[config.mk]
export PLATFORM = sky130hd
export DESIGN_NAME = fifo_rr_reader
export DESIGN_NICKNAME = d
export VERILOG_FILES = /design/src/rtl/fifo_rr_reader.sv
export SDC_FILE = /design/constraint.sdc
export NUM_CORES = 1
export LEC_CHECK = 0
export ABC_AREA = 1
export CORE_ASPECT_RATIO = 1.2
export CORE_MARGIN = 2
export CORE_UTILIZATION = 50
export DETAILED_ROUTE_END_ITERATION = 7
export PLACE_DENSITY = 0.81
export SYNTH_ARGS = -nofsm -noshare
export SYNTH_HDL_FRONTEND = slang
export SYNTH_SLANG_ARGS = --single-unit
[constraint.sdc]
create_clock -name clk -period 3.2 [get_ports clk]
set_input_delay 0.96 -clock clk [delete_from_list [all_inputs] [get_ports clk]]
set_output_delay 0.96 -clock clk [all_outputs]
set_load 0.01 [all_outputs]
[src/rtl/fifo_rr_reader.sv]
// fifo_rr_reader: round-robin drain of three legacy (non-show-ahead) FIFOs
// onto a valid/ready stream, with an Avalon-MM readback of status, the last
// delivered word and a wrapping pop counter.
module fifo_rr_reader #(
    parameter int DW   = 8,
    parameter int CNTW = 8
) (
    input  logic          clk,
    input  logic          reset,
    input  logic [DW-1:0] q1,
    input  logic [DW-1:0] q2,
    input  logic [DW-1:0] q3,
    input  logic          empty1,
    input  logic          empty2,
    input  logic          empty3,
    output logic          rdreq1,
    output logic          rdreq2,
    output logic          rdreq3,
    output logic [DW-1:0] out_data,
    output logic [1:0]    out_src,
    output logic          out_valid,
    input  logic          out_ready,
    input  logic          chipselect,
    input  logic          read,
    input  logic [2:0]    address,
    output logic [7:0]    readdata
);

    typedef enum logic [1:0] {
        ST_IDLE = 2'd0,
        ST_POP  = 2'd1,
        ST_CAPT = 2'd2,
        ST_HOLD = 2'd3
    } state_t;

    state_t          state_q, state_d;
    logic [1:0]      ptr_q, ptr_d;
    logic [1:0]      sel_q, sel_d;
    logic [DW-1:0]   data_q, data_d;
    logic [1:0]      src_q, src_d;
    logic            valid_q, valid_d;
    logic [CNTW-1:0] pop_cnt_q, pop_cnt_d;
    logic [DW-1:0]   last_word_q, last_word_d;
    logic [7:0]      readdata_q, readdata_d;

    logic [2:0]      empty_v;
    logic [1:0]      cand0, cand1, cand2;
    logic [1:0]      win;
    logic            win_vld;
    logic            pop_fire;
    logic            hs;

    // Source numbering is 1-based; 3 wraps back to 1.
    function automatic logic [1:0] next_src(input logic [1:0] f);
        return (f == 2'd3) ? 2'd1 : f + 2'd1;
    endfunction

    // An out-of-range source number is treated as empty so it never wins.
    function automatic logic src_empty(input logic [1:0] f, input logic [2:0] ev);
        case (f)
            2'd1:    return ev[0];
            2'd2:    return ev[1];
            2'd3:    return ev[2];
            default: return 1'b1;
        endcase
    endfunction

    assign empty_v = {empty3, empty2, empty1};
    assign hs      = valid_q && out_ready;

    // Priority scan starting at ptr: the most recently served FIFO is checked last.
    always_comb begin
        cand0   = ptr_q;
        cand1   = next_src(cand0);
        cand2   = next_src(cand1);
        win     = ptr_q;
        win_vld = 1'b1;
        if (!src_empty(cand0, empty_v)) begin
            win = cand0;
        end else if (!src_empty(cand1, empty_v)) begin
            win = cand1;
        end else if (!src_empty(cand2, empty_v)) begin
            win = cand2;
        end else begin
            win_vld = 1'b0;
        end
    end

    // Pop strobe is issued combinationally in IDLE so q is valid in POP;
    // gating with reset keeps a pop from being lost while reset is held.
    always_comb begin
        pop_fire = (state_q == ST_IDLE) && win_vld && reset;
        rdreq1   = pop_fire && (win == 2'd1);
        rdreq2   = pop_fire && (win == 2'd2);
        rdreq3   = pop_fire && (win == 2'd3);
    end

    // Next-state and datapath updates for the pop/capture/present sequence.
    always_comb begin
        state_d     = state_q;
        ptr_d       = ptr_q;
        sel_d       = sel_q;
        data_d      = data_q;
        src_d       = src_q;
        valid_d     = valid_q;
        pop_cnt_d   = pop_cnt_q;
        last_word_d = last_word_q;
        case (state_q)
            ST_IDLE: begin
                if (win_vld) begin
                    sel_d   = win;
                    state_d = ST_POP;
                end
            end
            ST_POP: begin
                case (sel_q)
                    2'd1:    data_d = q1;
                    2'd2:    data_d = q2;
                    default: data_d = q3;
                endcase
                src_d   = sel_q;
                valid_d = 1'b1;
                state_d = ST_CAPT;
            end
            ST_CAPT, ST_HOLD: begin
                if (hs) begin
                    valid_d     = 1'b0;
                    ptr_d       = next_src(sel_q);
                    pop_cnt_d   = pop_cnt_q + 1'b1;
                    last_word_d = data_q;
                    state_d     = ST_IDLE;
                end else begin
                    state_d = ST_HOLD;
                end
            end
            default: state_d = ST_IDLE;
        endcase
    end

    // Register-file readback; values are taken before any same-cycle handshake.
    always_comb begin
        readdata_d = readdata_q;
        if (chipselect && read) begin
            case (address)
                3'b100:  readdata_d = {3'b000, valid_q, empty3, empty2, empty1,
                                       (state_q == ST_IDLE)};
                3'b101:  readdata_d = 8'(last_word_q);
                3'b110:  readdata_d = 8'(pop_cnt_q);
                default: readdata_d = '0;
            endcase
        end
    end

    // State and datapath registers with synchronous active-low reset.
    always_ff @(posedge clk) begin
        if (!reset) begin
            state_q     <= ST_IDLE;
            ptr_q       <= 2'd1;
            sel_q       <= 2'd1;
            data_q      <= '0;
            src_q       <= '0;
            valid_q     <= 1'b0;
            pop_cnt_q   <= '0;
            last_word_q <= '0;
            readdata_q  <= '0;
        end else begin
            state_q     <= state_d;
            ptr_q       <= ptr_d;
            sel_q       <= sel_d;
            data_q      <= data_d;
            src_q       <= src_d;
            valid_q     <= valid_d;
            pop_cnt_q   <= pop_cnt_d;
            last_word_q <= last_word_d;
            readdata_q  <= readdata_d;
        end
    end

    assign out_data  = data_q;
    assign out_src   = src_q;
    assign out_valid = valid_q;
    assign readdata  = readdata_q;

endmodule
# Word level (Yosys, flattened, before mapping)
# Cells that the tools add are included.
[word_totals]
reg_bits = 41
in_bits = 35
wordCells = 71
[classes]
add_sub_neg = 4
n_eq_ne = 23
n_mux = 22
reduce_logical = 13
[ops]
columns = ["cell", "n"]
rows = [
  ["$eq A2 B2 Y1 const B", 12],
  ["$pmux W8 S3", 1],
  ["$mux W2", 8],
  ["$pmux W8 S2", 1],
  ["$eq A2 B1 Y1 const B", 6],
  ["$eq A3 B3 Y1 const B", 3],
  ["$pmux W1 S3", 3],
  ["$add A8 B1 Y8 const B", 1],
  ["$logic_and A1 B1 Y1", 7],
  ["$mux W1", 7],
  ["$add A2 B1 Y2 const B", 3],
  ["$pmux W2 S3", 1],
  ["$reduce_and A2 Y1", 3],
  ["$ne A2 B2 Y1 const B", 2],
  ["$logic_not A2 Y1", 1],
  ["$pmux W1 S2", 1],
  ["$reduce_bool A2 Y1", 1],
  ["$reduce_or A2 Y1", 1],
]

# Longest topological paths before layout
# Gate-level depths: netlist of the first run.
[depth]
depth_word = 14
depth_mapped = 12

# Worst setup path before layout of the first run
# Ideal clock, no wire load.
[synth_timing]
path_type = "input port to output port"
from = "in empty3"
to = "out rdreq1"
arrival_time_ns = 1.688
required_ns = 2.240
setup_slack_ns = 0.552
path_stages = 9
path_buffers = 0
cell_sequence = "nand2_1 inv_2 nor2_1 nand2_2 nand3_2 nand2_4 nor2_4 nand2_1 nor2_1"
[synth_between]
elab_chain_len = 9
word_cells_on_any_way = 16
cone_classes = "1 x eq/ne; 12 x mux; 3 x reduce/logical"
[synth_lines]
columns = ["element", "line_no", "rtl"]
rows = [
  ["start, declared", "15", "input logic empty3,"],
  ["$pmux W1 S3", "60", "case (f)"],
  ["$mux W1", "80", "end else if (!src_empty(cand1, empty_v)) begin"],
  ["$mux W1", "78", "if (!src_empty(cand0, empty_v)) begin"],
  ["$mux W1", "82", "end else if (!src_empty(cand2, empty_v)) begin"],
  ["$mux W1", "80", ""],
  ["$mux W1", "78", ""],
  ["$logic_and A1 B1 Y1 (2 in series)", "92", "pop_fire = (state_q == ST_IDLE) && win_vld && reset;"],
  ["$logic_and A1 B1 Y1 *", "93", "rdreq1 = pop_fire && (win == 2'd1);"],
  ["end, declared", "16", "output logic rdreq1,"],
]
# Mark *: on every way between the ends. The rest lies on a longest branch, timed or not. The select of a mux whose other input is x is not followed.

# Worst setup path after layout of the first run
[layout_timing]
from = "in empty2"
to = "out rdreq2"
[layout_between]
elab_chain_len = 9
word_cells_on_any_way = 16
cone_classes = "1 x eq/ne; 12 x mux; 3 x reduce/logical"
[layout_lines]
columns = ["element", "line_no", "rtl"]
rows = [
  ["start, declared", "14", "input logic empty2,"],
  ["$pmux W1 S3", "60", ""],
  ["$mux W1", "80", ""],
  ["$mux W1", "78", ""],
  ["$mux W1", "82", ""],
  ["$mux W1", "80", ""],
  ["$mux W1", "78", ""],
  ["$logic_and A1 B1 Y1 (2 in series)", "92", ""],
  ["$logic_and A1 B1 Y1 *", "94", "rdreq2 = pop_fire && (win == 2'd2);"],
  ["end, declared", "17", "output logic rdreq2,"],
]
# Marked as above.

==> metrics.md, run 1 <==
| Metric | Value |
|---|---|
| Outcome | finished, final reports clean |
| Final core utilization | 0.712 |
| Io pins | 57 |
| I/O Buffers | 56 |
| Combinational power share | 0.240 |
| # clock sinks | 41 |
| Syn_area_per_cell | 6.94 um^2 |
| Remaining DRCs | 0 |
| Area Growth Syn to Fin | 34.7% |
| Total core area | ~4000 um^2 |
| DR vias/cell | slightly above 5 |
| Worst path required time | roughly 2200 ps |
| Synthesized instance count | 305 |
| CTS HTree Levels | 2 |
| M3 GR Usage | 0.0628 |
| Slew at the pin closest to its max-slew limit | 654 ps |
| Synth Net Count | 347 |
| Slew Limit Fails | 0 |
| Setup Viol. Count Final | 0 |
| Post-DP Area | 2770 um^2 |
| Die area | 4770 um^2 |
| Initial drt markers | 87 |
| Clock network fraction of design power | 0.287 |
| Critical Path End Type | primary output |
| Worst-skew pair later-pin latency | slightly below 300 ps |
| Worst-path clk slew | ~70 ps |
| Routed len/inst | about 11 um |
| Setup_tns | 0 ps |
| Synth area leader | dfxtp_1 |
| Via count | 2127 |
| Die X-Extent | about 63 um |
| Rel. slew slack | 0.562 |
| Share of layout cells above drive strength 1 | 0.125 |
| Synth Register Bits | 41 |
| Die height | 75.3 um |
| Worst-case clock buffer depth | 2 |
| Total chip power | about 1.2 mW |
| Routability Congestion | just over 0.9 |
| Clock Tree Root | clkbuf_8 |
| Ranking of synthesized cells by area | dfxtp_1, nand2_1, a21oi_1 |
| Internal power | 843 uW |
| Critical path arrival | 2210 ps |
| HP Class | reg2reg |
| VDD IR max | 0.339 mV |
| Post-cts hold buffer count | 0 |
| Startpoint Class | primary input |
| Sw Share | 0.289 |
| Total gr overflow | 0 |
| Final Cycle Share | 0.989 |
| Max-cap violation count | 0 |
| Post-synth top area share | 0.388 |
| Global-route wire length before repair | around 8400 um |
| CTS tree | built |
| Post-route ant nets | 0 |
| Mapped cell area | 2120 um^2 |
| Largest net degree at the start of global routing | 27 |
| Total GRT Usage | 0.224 |
| Fmax | 316 MHz |
| Sequential area share after synthesis | 0.388 |
| Final wirelength | 4820 um |
| Min Tclk post-route | 3170 ps |
| CP Class | in2out |
| Initial DRT Pass Iterations | 4 |
| Hpwl dp | 3790 um |
| Met2 Usage GRT | 0.414 |
| GRT met1 Usage | 0.235 |
| Number of hold violations in the final report | 0 |
| Final nets | 409 |
| Setup bufs post-CTS | 0 |
| Power per cell area | 416 nW/um^2 |
| RSZ-0062 raised after global routing | true |
| Initial antenna violation count | 0 |
| Num CTS Buffers | 5 |
| Psw | 343 uW |
| Most used routing layer in global routing | met2 |
| Initial Util | 0.528 |
| Synth cell types | 27 |
| Reg power frac | 0.473 |
| Critical path fanouts, max | 3 |
| Leak | roughly 1.1 nW |
| YS warnings | 0 |
| Max Clock Skew | 2.21 ps |
| Design area | about 2900 um^2 |
| Diode count | 0 |
| # rows | 25 |
| Number of global-route vias before repair | 2062 |
-- critical path: stages --
cell,delay [ps]
dlygate4sd2_1,270
inv_2,70
nor2_1,40
nor2_1,130
nand2_2,90
nand3_2,100
nand2_4,60
nor2_4,100
nand2_2,80
nor2_2,90
clkdlybuf4s15_2,220
-- per-stage QoR --
step | setup slack, ps | hold slack, ps | cells
final | 34.3 | 466 | 421
after global routing | -61.8 | 494 | 421
after CTS | 12.4 | 469 | 421
after detailed placement | -532 | 458 | 414
after global placement | -452 | 452 | 414
after floorplan | 552 | 430 | 305
-- final cells by class --
class                   count  area, um^2
clock inverters             1        7.51
well taps                  54        67.6
fillers                   356        1150
clock buffers               6        82.6
multi-input cells         221        1130
repair buffers             65         618
inverters                  33         125
flip-flops and latches     41         821
-- power by group through the flow --
stage / Sequential [mW] / Combinational (mW) / Clock [mW]
floorplan: 0.578 / 0.153 / 0
global placement: 0.572 / 0.280 / 0
detailed placement: 0.572 / 0.288 / 0
CTS: 0.561 / 0.287 / 0.348
global route: 0.565 / 0.319 / 0.365
finish: 0.561 / 0.284 / 0.341
-- timing repair --
action / in CTS / in global routing
gates cloned: 0 / 0
endpoints found under the hold margin: 0 / 0
pin swaps: 1 / 1
setup endpoints to repair: 3 / 3
gates resized for setup: 12 / 5
-- logic make-up (layout without fill, tap and decap cells) --
group,count (synthesis),in the layout,synth area share
compound gates,68,68,0.177
fa+ha+maj,7,7,0.0414
buf+inv,43,105,0.0798
simple gates,145,145,0.309
xor+xnor,1,1,0.00414
flops,41,41,0.388
-- flip-flops by register name, summed over array words and instances (netlist names) --
register     cells
sel_q            2
out_data         8
cand0            2
pop_cnt_q        8
state_q          2
out_valid        1
readdata         8
last_word_q      8
out_src          2
-- cell usage in the layout (no fill, tap or decap), drive strengths merged --
master,count
nand2,101
clkdlybuf4s50,50
dfxtp,41
inv,31
a21oi,28
o21ai,28
nor2,21
nand3,16
o211ai,10
buf,10
ha,7
clkbuf,7
nor3,5
o22ai,2
dlygate4sd2,2
clkdlybuf4s15,2
clkinv,2
nand3b,1
nand4,1
xor2,1
clkinvlp,1
-- cells in the mapped netlist, drive strengths merged --
library cell and count:
nand2 101, dfxtp 41, o21ai 28, o211ai 10, clkbuf 5, a21oi 28, o22ai 2, xor2 1
buf 5, nor2 21, ha 7, nand3b 1, inv 31, nand3 16, nor3 5, clkinv 2
nand4 1
-- worst paths after layout --
kind,startpoint,to,slack (ps),cells after the start
setup / recovery,empty2,rdreq2,30,11
hold / removal,pop_cnt_q[6],pop_cnt_q[6],470,2
setup reg to reg,cand0[1],sel_q[1],1410,12
hold reg to reg,pop_cnt_q[6],pop_cnt_q[6],470,2
-- layer usage --
metal | vias to the layer above | share of wire
met1 | 922 | 0.41
met3 | 14 | 0.068
met4 | 0 | 0.027
met2 | 79 | 0.49
met5 | - | 0
li1 | 1112 | -
Power figures use the tool's default switching activity.
==> inputs of run 2 (changes only) <==
- CAP_MARGIN: not set -> 20
==> results of run 2 <==
Final layout, timing and power as in run 1 (identical DEF).
==> inputs of run 3 (changes only) <==
- MAX_ROUTING_LAYER: not set -> met4
==> run 3 against run 2 <==
Count of clock-buffer cells in the layout stayed put. Sequential share of layout area unchanged. Sequential power is essentially flat. Cell area did not move. Register-to-register slack hardly changed. Highest routed layer unchanged. Maximum frequency hardly changed. Global-route usage rose by 0.71 points. Worst setup slack better by 0.56 ps. First-iteration DRC count is 3.4% lower. Clock power about the same. Critical path type unchanged. Die area unchanged. Clock skew barely moved.
==> metrics.md, run 3 (same netlist as run 1, synthesis figures left out) <==
| Metric | Value |
|---|---|
| # clock sinks | between 40 and 50 |
| Diode count | 0 |
| Number of hold violations in the final report | 0 |
| Min-delay src | readdata[7] |
| Final Cycle Share | 0.989 |
| Outcome | finished, final reports clean |
| Final cell count without fillers | 421 |
| CP startpoint | empty2 |
| Min Tclk post-route | 3170 ps |
| Share of layout cells above drive strength 1 | 0.125 |
| Number of global-route vias before repair | a little over 2000 |
| Setup bufs post-CTS | 0 |
| CP Class | in2out |
| Slew at the pin closest to its max-slew limit | 643 ps |
| M3 GR Usage | 0.0568 |
| Crit-path slowest cell | dlygate4sd2_1 |
| Setup Viol. Count Final | 0 |
| Die height | about 75 um |
| Die X-Extent | 63.4 um |
| # rows | 25 |
| Leak | between 1 and 1.5 nW |
| Total core area | 4000 um^2 |
| Startpoint Class | primary input |
| Total GRT Usage | 0.231 |
| Hpwl dp | approximately 3800 um |
| Slew Limit Fails | 0 |
| Initial DRT Pass Iterations | 4 |
| Worst-skew pair later-pin latency | 290 ps |
| Max-cap violation count | 0 |
| RSZ-0062 raised after global routing | true |
| Area Growth Syn to Fin | 34.7% |
| Final nets | 409 |
| Remaining DRCs | 0 |
| Commonest non-fill, non-tap cell in the layout | nand2_1 |
| Critical path fanouts, max | 3 |
| Placed cells | 414 |
| CTS tree | built |
| VDD IR max | 0.340 mV |
| Largest net degree at the start of global routing | 27 |
| CTS HTree Levels | 2 |
| Initial Util | 0.528 |
| Worst-path clk slew | 70 ps |
| Worst path required time | approximately 2200 ps |
| Clock Tree Root | clkbuf_8 |
| Fmax | 316 MHz |
| Met2 Usage GRT | 0.414 |
| Worst-case clock buffer depth | 2 |
| Final wirelength | just under 5000 um |
| CP peak stage delay | 270 ps |
| Routed len/inst | between 10 and 15 um |
| Initial drt markers | 84 |
| Routability Congestion | approximately 0.94 |
| GRT met1 Usage | 0.239 |
| Initial antenna violation count | 0 |
| Num CTS Buffers | 5 |
| Io pins | 57 |
| Reg2reg start | cand0[1] |
| Post-route ant nets | 0 |
| HP Class | reg2reg |
| Global-route wire length before repair | 8380 um |
| Rel. slew slack | 0.569 |
| Max Clock Skew | between 2 and 2.5 ps |
| DR vias/cell | 5.06 |
| Critical path arrival | 2210 ps |
| Via count | between 2000 and 2500 |
| Critical Path End Type | primary output |
| Post-cts hold buffer count | 0 |
| Most frequent cells in the layout | nand2_1, clkdlybuf4s50_1, dfxtp_1, a21oi_1, inv_1 |
| Total chip power | 1.19 mW |
| Total gr overflow | 0 |
| I/O Buffers | 56 |
| CP Cell Sequence | dlygate4sd2_1, inv_2, nor2_1, nor2_1, nand2_2, nand3_2, nand2_4, nor2_4, nand2_2, nor2_2, clkdlybuf4s15_2 |
| Most used routing layer in global routing | met2 |
| Power per cell area | between 400 and 500 nW/um^2 |
| Die area | 4770 um^2 |
-- run 3: cell counts in the layout (fill, tap and decap cells not counted) --
Identical to the previous run, type by type.
-- run 3: worst paths after layout --
check / cells after the start / slack (ps) / endpoint
worst max-delay path: 11 / 30 / rdreq2
worst min-delay path: 2 / 470 / readdata[7]
worst max register to register: 12 / 1410 / sel_q[1]
worst min register to register: 2 / 470 / readdata[7]
-- run 3: layout make-up --
cell class / instances / area, um^2
Tap cell: 54 / 67.6
Clock inverter: 1 / 7.51
Inverter: 33 / 125
Fill cell: 356 / 1150
Multi-Input combinational cell: 221 / 1130
Clock buffer: 6 / 82.6
Timing Repair Buffer: 65 / 618
Sequential cell: 41 / 821
-- run 3: per-stage QoR --
step           worst slack (ps)  instance area [um^2]   util  TNS (ps)  hold slack (ps)
5_1_grt                   -61.8                  2850  0.712      -123              494
3_3_place_gp               -452                  2770  0.691     -1350              452
4_1_cts                    12.4                  2860  0.714         0              469
3_5_place_dp               -532                  2770  0.691     -1560              458
6_report                   34.9                  2850  0.712         0              466
2_1_floorplan               552                  2120      -         0              430
-- run 3: layer usage --
layer  vias to the layer above  share of wire
met1                       920           0.42
met5                         -              0
met4                         0          0.027
met2                        83           0.49
li1                       1114              -
met3                        15          0.062
-- run 3: timing repair --
action                                  4_1_cts  5_1_grt
gates resized for setup                      12        5
pin swaps                                     1        1
endpoints found under the setup margin        3        3
-- run 3: power by group --
group	internal, mW	switching (mW)	total (mW)
combinational	0.134	0.150	0.284
sequential	0.539	0.0225	0.561
clock	0.170	0.171	0.341
-- run 3: worst max-delay path: cells and delay by family --
| family | cells | cell delay, ps |
|---|---|---|
| buffers and inverters | 3 | 560 |
| AND/OR/NAND/NOR | 8 | 690 |
